**config.mk**
```make
export PLATFORM = sky130hd
export DESIGN_NAME = ace_ccu_snoop_scheduler
export DESIGN_NICKNAME = d
export VERILOG_FILES = /design/src/rtl/ace_ccu_snoop_scheduler_pkg.sv /design/src/rtl/ace_ccu_sched_table.sv /design/src/rtl/ace_ccu_snoop_scheduler.sv
export SDC_FILE = /design/constraint.sdc
export NUM_CORES = 1
export LEC_CHECK = 0
export ABC_AREA = 0
export BUFFER_PORTS_ARGS = -buffer_cell sky130_fd_sc_hd__buf_2
export CORE_MARGIN = 2
export CORE_UTILIZATION = 45
export CTS_CLUSTER_SIZE = 8
export DETAILED_ROUTE_END_ITERATION = 10
export PLACE_DENSITY = 0.61
export SETUP_SLACK_MARGIN = 0.1
export SLEW_MARGIN = 10
export SYNTH_ARGS = -nofsm -noshare
export SYNTH_HDL_FRONTEND = slang
export SYNTH_HIERARCHICAL = 1
export SYNTH_SLANG_ARGS = --single-unit
```
**constraint.sdc**
```tcl
create_clock -name clk_i -period 4.32 [get_ports clk_i]
set_input_delay 0.216 -clock clk_i [delete_from_list [all_inputs] [get_ports clk_i]]
set_output_delay 0.216 -clock clk_i [all_outputs]
set_load 0.03 [all_outputs]
```
**src/rtl/ace_ccu_snoop_scheduler_pkg.sv**
```systemverilog
// ---------------------------------------------------------------------------
// ace_ccu_snoop_scheduler_pkg
// Shared constants and helpers for the CCU snoop scheduler and its tag table.
//   STATS_W   : width of the conflict statistics counter.
//   rr_wrap() : wraps a candidate requester index back into [0, n).
// ---------------------------------------------------------------------------
package ace_ccu_snoop_scheduler_pkg;

    localparam int unsigned STATS_W = 16;

    // Candidate indices never exceed 2*n-2, so a single subtract is enough
    // to bring them back into range; this works for any n, not just powers of two.
    function automatic int unsigned rr_wrap(input int unsigned i, input int unsigned n);
        return (i >= n) ? (i - n) : i;
    endfunction

endpackage

```
**src/rtl/ace_ccu_sched_table.sv**
```systemverilog
// ---------------------------------------------------------------------------
// ace_ccu_sched_table
// Tag table for outstanding snoops. Each entry holds {valid, line index}.
//   clk, rst       : clock, asynchronous active-high reset (clears valid bits)
//   req_addr       : per-requester line index to test for conflicts
//   match          : per-requester hit against any valid entry (current state)
//   free_avail     : at least one entry is invalid
//   alloc_tag      : lowest-index invalid entry
//   alloc/alloc_addr : write {valid=1, alloc_addr} into alloc_tag at the edge
//   free/free_tag  : clear entry free_tag at the edge (no-op if already invalid)
//   occupancy      : registered count of valid entries
// ---------------------------------------------------------------------------
module ace_ccu_sched_table
    import ace_ccu_snoop_scheduler_pkg::*;
#(
    parameter int unsigned NumReq         = 4,
    parameter int unsigned CmAddrWidth    = 8,
    parameter int unsigned MaxOutstanding = 8,
    parameter int unsigned TagWidth       = $clog2(MaxOutstanding)
) (
    input  logic                                  clk,
    input  logic                                  rst,
    input  logic [NumReq-1:0][CmAddrWidth-1:0]    req_addr,
    output logic [NumReq-1:0]                     match,
    output logic                                  free_avail,
    output logic [TagWidth-1:0]                   alloc_tag,
    input  logic                                  alloc,
    input  logic [CmAddrWidth-1:0]                alloc_addr,
    input  logic                                  free,
    input  logic [TagWidth-1:0]                   free_tag,
    output logic [TagWidth:0]                     occupancy
);

    logic [MaxOutstanding-1:0] valid_reg;
    logic [CmAddrWidth-1:0]    addr_reg [MaxOutstanding];
    logic [TagWidth:0]         occupancy_reg;
    logic [TagWidth:0]         occupancy_next;
    logic                      free_hit;

    // Conflict match against the table as it stands this cycle; an entry
    // being freed this cycle still blocks until the edge clears it.
    for (genvar gi = 0; gi < NumReq; gi++) begin : g_match
        logic hit;
        always_comb begin
            hit = 1'b0;
            for (int e = 0; e < int'(MaxOutstanding); e++) begin
                if (valid_reg[e] && (addr_reg[e] == req_addr[gi])) begin
                    hit = 1'b1;
                end
            end
        end
        assign match[gi] = hit;
    end

    // Lowest free entry: scan high to low so the last write wins.
    always_comb begin
        free_avail = 1'b0;
        alloc_tag  = '0;
        for (int e = int'(MaxOutstanding) - 1; e >= 0; e--) begin
            if (!valid_reg[e]) begin
                free_avail = 1'b1;
                alloc_tag  = TagWidth'(e);
            end
        end
    end

    // The allocated entry is invalid and a free only counts on a valid entry,
    // so both updates can never target the same entry in one cycle.
    assign free_hit = free && valid_reg[free_tag];

    always_ff @(posedge clk or posedge rst) begin
        if (rst) begin
            valid_reg <= '0;
        end else begin
            if (alloc) begin
                valid_reg[alloc_tag] <= 1'b1;
            end
            if (free_hit) begin
                valid_reg[free_tag] <= 1'b0;
            end
        end
    end

    // Address storage needs no reset: it is only observed through valid bits.
    always_ff @(posedge clk) begin
        if (alloc) begin
            addr_reg[alloc_tag] <= alloc_addr;
        end
    end

    always_comb begin
        occupancy_next = occupancy_reg;
        if (alloc) begin
            occupancy_next = occupancy_next + (TagWidth+1)'(1);
        end
        if (free_hit) begin
            occupancy_next = occupancy_next - (TagWidth+1)'(1);
        end
    end

    always_ff @(posedge clk or posedge rst) begin
        if (rst) begin
            occupancy_reg <= '0;
        end else begin
            occupancy_reg <= occupancy_next;
        end
    end

    assign occupancy = occupancy_reg;

endmodule

```
**src/rtl/ace_ccu_snoop_scheduler.sv**
```systemverilog
// ---------------------------------------------------------------------------
// ace_ccu_snoop_scheduler
// Round-robin arbiter that issues snoop requests to the snoop interconnect,
// never allowing two in-flight snoops to the same cache line.
//   clk_i, rst_i            : clock, asynchronous active-high reset
//   req_valid_i/req_addr_i  : per-requester request and line index
//   req_ready_o             : one-hot acceptance pulse (combinational)
//   grant_valid_o/grant_ready_i, grant_idx_o/addr_o/tag_o : registered grant
//   done_valid_i/done_tag_i : retirement of an outstanding snoop
//   busy_o, occupancy_o     : table status (registered)
//   conflict_cnt_o          : cycles with an address-blocked request
// Optional feature: define ACE_CCU_SNOOP_SCHED_STATS_EN to build the
// saturating conflict counter; otherwise conflict_cnt_o is tied to zero.
// ---------------------------------------------------------------------------
module ace_ccu_snoop_scheduler
    import ace_ccu_snoop_scheduler_pkg::*;
#(
    parameter int unsigned NumReq         = 4,
    parameter int unsigned CmAddrWidth    = 8,
    parameter int unsigned MaxOutstanding = 8,
    parameter int unsigned TagWidth       = $clog2(MaxOutstanding),
    parameter int unsigned IdxWidth       = $clog2(NumReq)
) (
    input  logic                                  clk_i,
    input  logic                                  rst_i,
    input  logic [NumReq-1:0]                     req_valid_i,
    input  logic [NumReq-1:0][CmAddrWidth-1:0]    req_addr_i,
    output logic [NumReq-1:0]                     req_ready_o,
    output logic                                  grant_valid_o,
    input  logic                                  grant_ready_i,
    output logic [IdxWidth-1:0]                   grant_idx_o,
    output logic [CmAddrWidth-1:0]                grant_addr_o,
    output logic [TagWidth-1:0]                   grant_tag_o,
    input  logic                                  done_valid_i,
    input  logic [TagWidth-1:0]                   done_tag_i,
    output logic                                  busy_o,
    output logic [TagWidth:0]                     occupancy_o,
    output logic [STATS_W-1:0]                    conflict_cnt_o
);

    logic [NumReq-1:0]      match;
    logic [NumReq-1:0]      eligible;
    logic                   free_avail;
    logic [TagWidth-1:0]    alloc_tag;
    logic                   found;
    logic [IdxWidth-1:0]    winner;
    logic                   load;
    logic [IdxWidth-1:0]    rr_reg;

    logic                   grant_valid_reg;
    logic [IdxWidth-1:0]    grant_idx_reg;
    logic [CmAddrWidth-1:0] grant_addr_reg;
    logic [TagWidth-1:0]    grant_tag_reg;

    ace_ccu_sched_table #(
        .NumReq         (NumReq),
        .CmAddrWidth    (CmAddrWidth),
        .MaxOutstanding (MaxOutstanding),
        .TagWidth       (TagWidth)
    ) u_table (
        .clk        (clk_i),
        .rst        (rst_i),
        .req_addr   (req_addr_i),
        .match      (match),
        .free_avail (free_avail),
        .alloc_tag  (alloc_tag),
        .alloc      (load),
        .alloc_addr (req_addr_i[winner]),
        .free       (done_valid_i),
        .free_tag   (done_tag_i),
        .occupancy  (occupancy_o)
    );

    assign eligible = req_valid_i & ~match;

    // Rotate-and-find-first: walk requesters starting at the RR pointer and
    // take the first eligible one.
    always_comb begin
        found  = 1'b0;
        winner = '0;
        for (int unsigned k = 0; k < NumReq; k++) begin
            int unsigned cand;
            cand = rr_wrap(int'(rr_reg) + k, NumReq);
            if (!found && eligible[cand]) begin
                found  = 1'b1;
                winner = IdxWidth'(cand);
            end
        end
    end

    // A full table blocks loading even if a done arrives this cycle, because
    // free_avail reflects the table before the edge.
    assign load = found && free_avail && (!grant_valid_reg || grant_ready_i);

    for (genvar gi = 0; gi < NumReq; gi++) begin : g_ready
        assign req_ready_o[gi] = load && (winner == IdxWidth'(gi));
    end

    always_ff @(posedge clk_i or posedge rst_i) begin
        if (rst_i) begin
            rr_reg <= '0;
        end else if (load) begin
            rr_reg <= (winner == IdxWidth'(NumReq - 1)) ? '0 : winner + IdxWidth'(1);
        end
    end

    // Grant holds every field until accepted; a new load may replace it in
    // the same cycle it is accepted.
    always_ff @(posedge clk_i or posedge rst_i) begin
        if (rst_i) begin
            grant_valid_reg <= 1'b0;
            grant_idx_reg   <= '0;
            grant_addr_reg  <= '0;
            grant_tag_reg   <= '0;
        end else if (load) begin
            grant_valid_reg <= 1'b1;
            grant_idx_reg   <= winner;
            grant_addr_reg  <= req_addr_i[winner];
            grant_tag_reg   <= alloc_tag;
        end else if (grant_ready_i) begin
            grant_valid_reg <= 1'b0;
        end
    end

    assign grant_valid_o = grant_valid_reg;
    assign grant_idx_o   = grant_idx_reg;
    assign grant_addr_o  = grant_addr_reg;
    assign grant_tag_o   = grant_tag_reg;
    assign busy_o        = (occupancy_o != '0);

`ifdef ACE_CCU_SNOOP_SCHED_STATS_EN
    logic [STATS_W-1:0] conflict_reg;
    logic               blocked;

    assign blocked = |(req_valid_i & match);

    always_ff @(posedge clk_i or posedge rst_i) begin
        if (rst_i) begin
            conflict_reg <= '0;
        end else if (blocked && !(&conflict_reg)) begin
            conflict_reg <= conflict_reg + STATS_W'(1);
        end
    end

    assign conflict_cnt_o = conflict_reg;
`else
    assign conflict_cnt_o = '0;
`endif

endmodule

```
Word level (Yosys, flattened, before mapping)
Memories as Yosys holds them, arrays and structs flattened.
Index checks and enable logic that the tools add are counted.
{"block": "totals", "reg_bits": 28, "ramBits": 64, "in_bits": 43, "wordCells": 208, "mem_count": 1}
{"block": "classes", "n_addsub": 10, "n_lt_le_gt_ge": 13, "eq_ne": 35, "mux": 85, "bitwise": 5, "reduce_logical": 52}
{"name": "u_table.addr_reg", "words": 8, "width": 8, "read_ports": 8, "rd_ports_with_merged_regs": 0, "wr": 1, "line_no": "ace_ccu_sched_table.sv:35", "text": "logic [CmAddrWidth-1:0] addr_reg [MaxOutstanding];"}
{"cell": "$eq A8 B8 Y1", "count": 32}
{"cell": "$lt A32 B3 Y1 const B", "count": 4}
{"cell": "$mux W32", "count": 4}
{"cell": "$mux W1", "count": 55}
{"cell": "$logic_and A1 B1 Y1", "count": 44}
{"cell": "$mux W3", "count": 8}
{"cell": "$mux W8", "count": 3}
{"cell": "$bmux W8 S2", "count": 1}
{"cell": "$sub A3 B3 Y4 const B", "count": 3}
{"cell": "$mux W2", "count": 5}
{"cell": "$ge A3 B3 Y1 const B", "count": 3}
{"cell": "$and A8 B8 Y8", "count": 1}
{"cell": "$bmux W1 S2", "count": 4}
{"cell": "$lt A3 B4 Y1 const B", "count": 2}
{"cell": "$mux W4", "count": 2}
{"cell": "$not A8 Y8", "count": 1}
{"cell": "$or A8 B8 Y8", "count": 1}
{"cell": "$add A2 B2 Y3 const B", "count": 2}
{"cell": "$demux W1 S3", "count": 2}
{"cell": "$ge A3 B1 Y1 const B", "count": 2}
{"cell": "$add A4 B1 Y4 const B", "count": 1}
{"cell": "$and A4 B4 Y4", "count": 1}
{"cell": "$eq A2 B2 Y1 const B", "count": 2}
{"cell": "$logic_not A1 Y1", "count": 4}
{"cell": "other kinds (13)", "count": 13}

Depth between registers and ports, before layout
An unclocked memory read counts as a cell.
{"block": "depth", "word_depth": 30, "mapped_depth": 17, "depth_no_buf": 13}

Cells and area by module
The synthesis kept the hierarchy.
{"module": "ace_ccu_sched_table", "n_inst": 1, "cells_per_inst": 557, "area_each_um2": 5855.6, "seq_area_each_um2": 2222.1}
{"module": "ace_ccu_snoop_scheduler", "n_inst": 1, "cells_per_inst": 127, "area_each_um2": 1206.2, "seq_area_each_um2": 400.4}

Worst setup path after synthesis
OpenSTA, ideal clock, no wires.
{"block": "synth_path", "kind": "flip-flop to flip-flop", "from": "mem u_table.addr_reg[0][5]", "to": "mem u_table.addr_reg[3][0] (enable)", "setup_ps": 387, "arrival_time_ps": 3404, "t_required_ps": 3933, "setup_slack_ps": 528, "stages_incl_launch_ff": 15, "n_path_buf": 3, "path_cell_list": "edfxtp_1 xor2_1 nor3_1 nand4_1 nand4_1 or4_1 buf_4 nor2b_1 o41ai_2 nand2b_1 buf_2 inv_2 clkbuf_1 nand3_1 nor3b_1"}
{"item": "start, declared", "line_no": "ace_ccu_sched_table.sv:35"}

==> results.py <==
metrics = {
    "status": {
        "outcome": "complete, no violations",
    },
    "power": {
        "finalPower_mw": 4.06,
        "power.density_nw_per_um2": 524,
        "p_leak_nw": 3.03,
        "vdd_drop_max_mv": 0.295,
    },
    "timing": {
        "period_needed_ns": 3.90,
        "final.setup.tns_ns": 0,
        "holdWs_ns": 0.122,
        "setup_ws_ns": 0.421,
        "drv_slew": 0,
        "fmax_ghz": 0.256,
        "worst_pin_slew_ns": 0.799,
        "hold_viol_final": 0,
        "setup_viol": 0,
        "period_share": 0.902,
        "max_slew_margin": 0.465,
        "rsz0062_at_grt": "no",
        "skew_ns": 0.0146,
    },
    "logic_synthesis": {
        "ys_seq_elements": 92,
        "ys_seq_area_frac": 0.371,
        "synth_top_area_share": 0.272,
        "synth_top_area_cell": "edfxtp_1",
        "avgSynthCellArea_sq_um": 10.3,
        "synth_ff_type": "edfxtp_1",
        "async_flop_share": 0.304,
        "synthTopCellsByArea": "edfxtp_1, xor2_1, dfrtp_1",
        "syn_inst": 684,
        "synthesis.area_sq_um": 7060,
        "synth-edff-count": 64,
        "ys_warn_count": 6,
        "synth_cell_types": 52,
    },
    "route": {
        "finalWirelength_microns": 24800,
        "routedWlPerCell_microns": 26.1,
        "drc": 0,
        "ant_nets": 0,
        "vias": 5574,
        "drt-pass1-iter-count": 5,
        "drtIter0Drc": 556,
        "vias_per_cell": 5.88,
    },
    "global_route": {
        "grt_pass1_wl_microns": 36100,
        "first_global_vias": 5484,
        "grt_max_degree": 20,
        "gr-total-overflow": 0,
        "track_usage": 0.306,
        "antenna_found_initial": 0,
    },
    "clock_network": {
        "cts.htree.levels": 3,
        "root_buffer": "clkbuf_16",
        "cts_tree": "yes",
        "cts_buffer_depth": 2,
        "clock-sinks": 92,
        "cts_buffers": 9,
        "cts-resized-gates": 0,
        "clk_pin_slew_ns": 0.08,
        "insertion_delay_ns": 0.36,
    },
    "worst_setup_path": {
        "rrSetupSlack_ns": 0.42,
        "crit_arrival_ns": 4.12,
        "critical_path_class": "flop to flop",
        "worst_ep_required_time_ns": 4.54,
        "timing.rr.start": "u_table/addr_reg[3][3]",
        "r2r_cells": 13,
        "cp-startpoint": "u_table/addr_reg[3][3]",
        "worstSetupEndpointType": "flop",
        "path_max_fanout": 19,
        "start_kind": "flop",
        "endpoint": "u_table/addr_reg[4][4]",
        "rr_endpoint": "u_table/addr_reg[4][4]",
    },
    "die": {
        "ios": 82,
        "start_util": 0.463,
        "coreArea_sq_um": 15300,
        "die_h_microns": 129,
        "die_x_microns": 129,
        "die-area_sq_um": 16700,
        "rows": 45,
    },
    "finish": {
        "antenna_cells": 0,
        "final_util": 0.508,
        "fin_area_sq_um": 7740,
        "drive_gt1_frac": 0.152,
        "syn_to_final_growth_pct": 9.67,
        "nFillCells": 1397,
        "fin_nets": 777,
        "stdcell_count": 948,
        "largest_reg_flops": 64,
    },
    "placement": {
        "post-place-ws_ns": 0.359,
        "dpl-instance-area_sq_um": 7420,
        "hpwl_microns": 17200,
        "placed_cells": 931,
        "port_buffers": 65,
        "gp_congestion": 1.04,
    },
    "flow_run": {
        "max_cap_viol_count": 0,
    },
    "worst_hold_path": {
        "min_path_type": "input port to flop",
    },
}
-- where the power goes --
part           switching (mW)  total, mW  leakage (nW)  internal (mW)
Combinational            1.05       1.64          1.98          0.593
Clock                   0.352      0.861         0.151          0.508
Sequential              0.303       1.56         0.907           1.25
Total                    1.70       4.06          3.03           2.36
-- Yosys cell counts (all sizes together), types with 7 or more instances --
| library cell | n |
|---|---|
| nor3 | 25 |
| o21ai | 11 |
| xnor2 | 76 |
| inv | 8 |
| clkbuf | 8 |
| nand4 | 33 |
| xor2 | 187 |
| nand2 | 35 |
| nor2 | 10 |
| nand3 | 16 |
| mux2i | 27 |
| a21oi | 7 |
| nor4 | 32 |
| nand2b | 7 |
| dfrtp | 28 |
| edfxtp | 64 |
| buf | 60 |
| o221ai | 8 |
-- cells in the final DEF (no fill, tap or decap), types with 16 or more instances in the layout --
| master | synthesis | final |
|---|---|---|
| buf_4 | 45 | 24 |
| buf_2 | 12 | 65 |
| nor4_1 | 32 | 32 |
| xnor2_1 | 76 | 76 |
| edfxtp_1 | 64 | 64 |
| mux2i_1 | 27 | 27 |
| nand2_1 | 34 | 34 |
| nor3_1 | 24 | 24 |
| xor2_1 | 187 | 187 |
| nand3_1 | 16 | 16 |
| nand4_1 | 33 | 33 |
| dfrtp_1 | 28 | 28 |
| conb_1 | 1 | 16 |
-- worst max-delay path, cell delays in order (launching register included) --
cell and delay [ns]:
edfxtp_1 0.43, buf_4 0.18, xor2_1 0.12, nor3_1 0.08, nand4_1 0.21, nand4_1 0.17, or4_1 0.66, nor2b_1 0.29
a311oi_1 0.10, nor2_2 0.24, buf_4 0.34, mux2i_1 0.14, mux2i_1 0.56, buf_4 0.25
-- repair_timing --
action | 4_1_cts | 5_1_grt
buffers inserted | 0 | 0
hold buffers | 1 | 0
endpoints found under the hold margin | 28 | 0
-- layout make-up --
type                            instances  area (sq um)  area share
Multi-Input combinational cell        531          4000       0.517
Sequential cell                        92          2620       0.339
Timing Repair Buffer                   90           515      0.0666
Tap cell                              211           264      0.0341
Clock buffer                           12           236      0.0305
Clock inverter                          4          73.8     0.00953
Inverter                                8          30.0     0.00388
-- worst min path at each step --
stage | from | endpoint | slack [ns] | cells after the start
finish | grant_ready_i | grant_valid_o | 0.12 | 3
global route | grant_ready_i | grant_valid_o | 0.14 | 3
CTS | grant_ready_i | grant_valid_o | 0.12 | 3
detailed placement | rst_i | u_table/valid_reg[4] | 0.26 | 2
global placement | rst_i | u_table/valid_reg[4] | 0.27 | 2
floorplan | rst_i | u_table/occupancy[0] | 0.08 | 1
-- kinds of logic after synthesis --
group,synth area share
xor gates and xnor gates,0.326
AOI/OAI and AO/OA,0.0438
adders and majority gates,0.00354
other,0.000531
DFF,0.371
buffers and inverters,0.0698
and+or+nand+nor,0.141
muxes,0.0436
-- metal layers --
metal	up-vias	global-route usage	routed length, microns
met2	334	0.487	11200
met5	-	0	0
met3	93	0.0706	2470
met1	2703	0.390	9890
met4	0	0.158	1240
li1	2444	-	-
No activity file was read; power rests on OpenSTA's default activity.
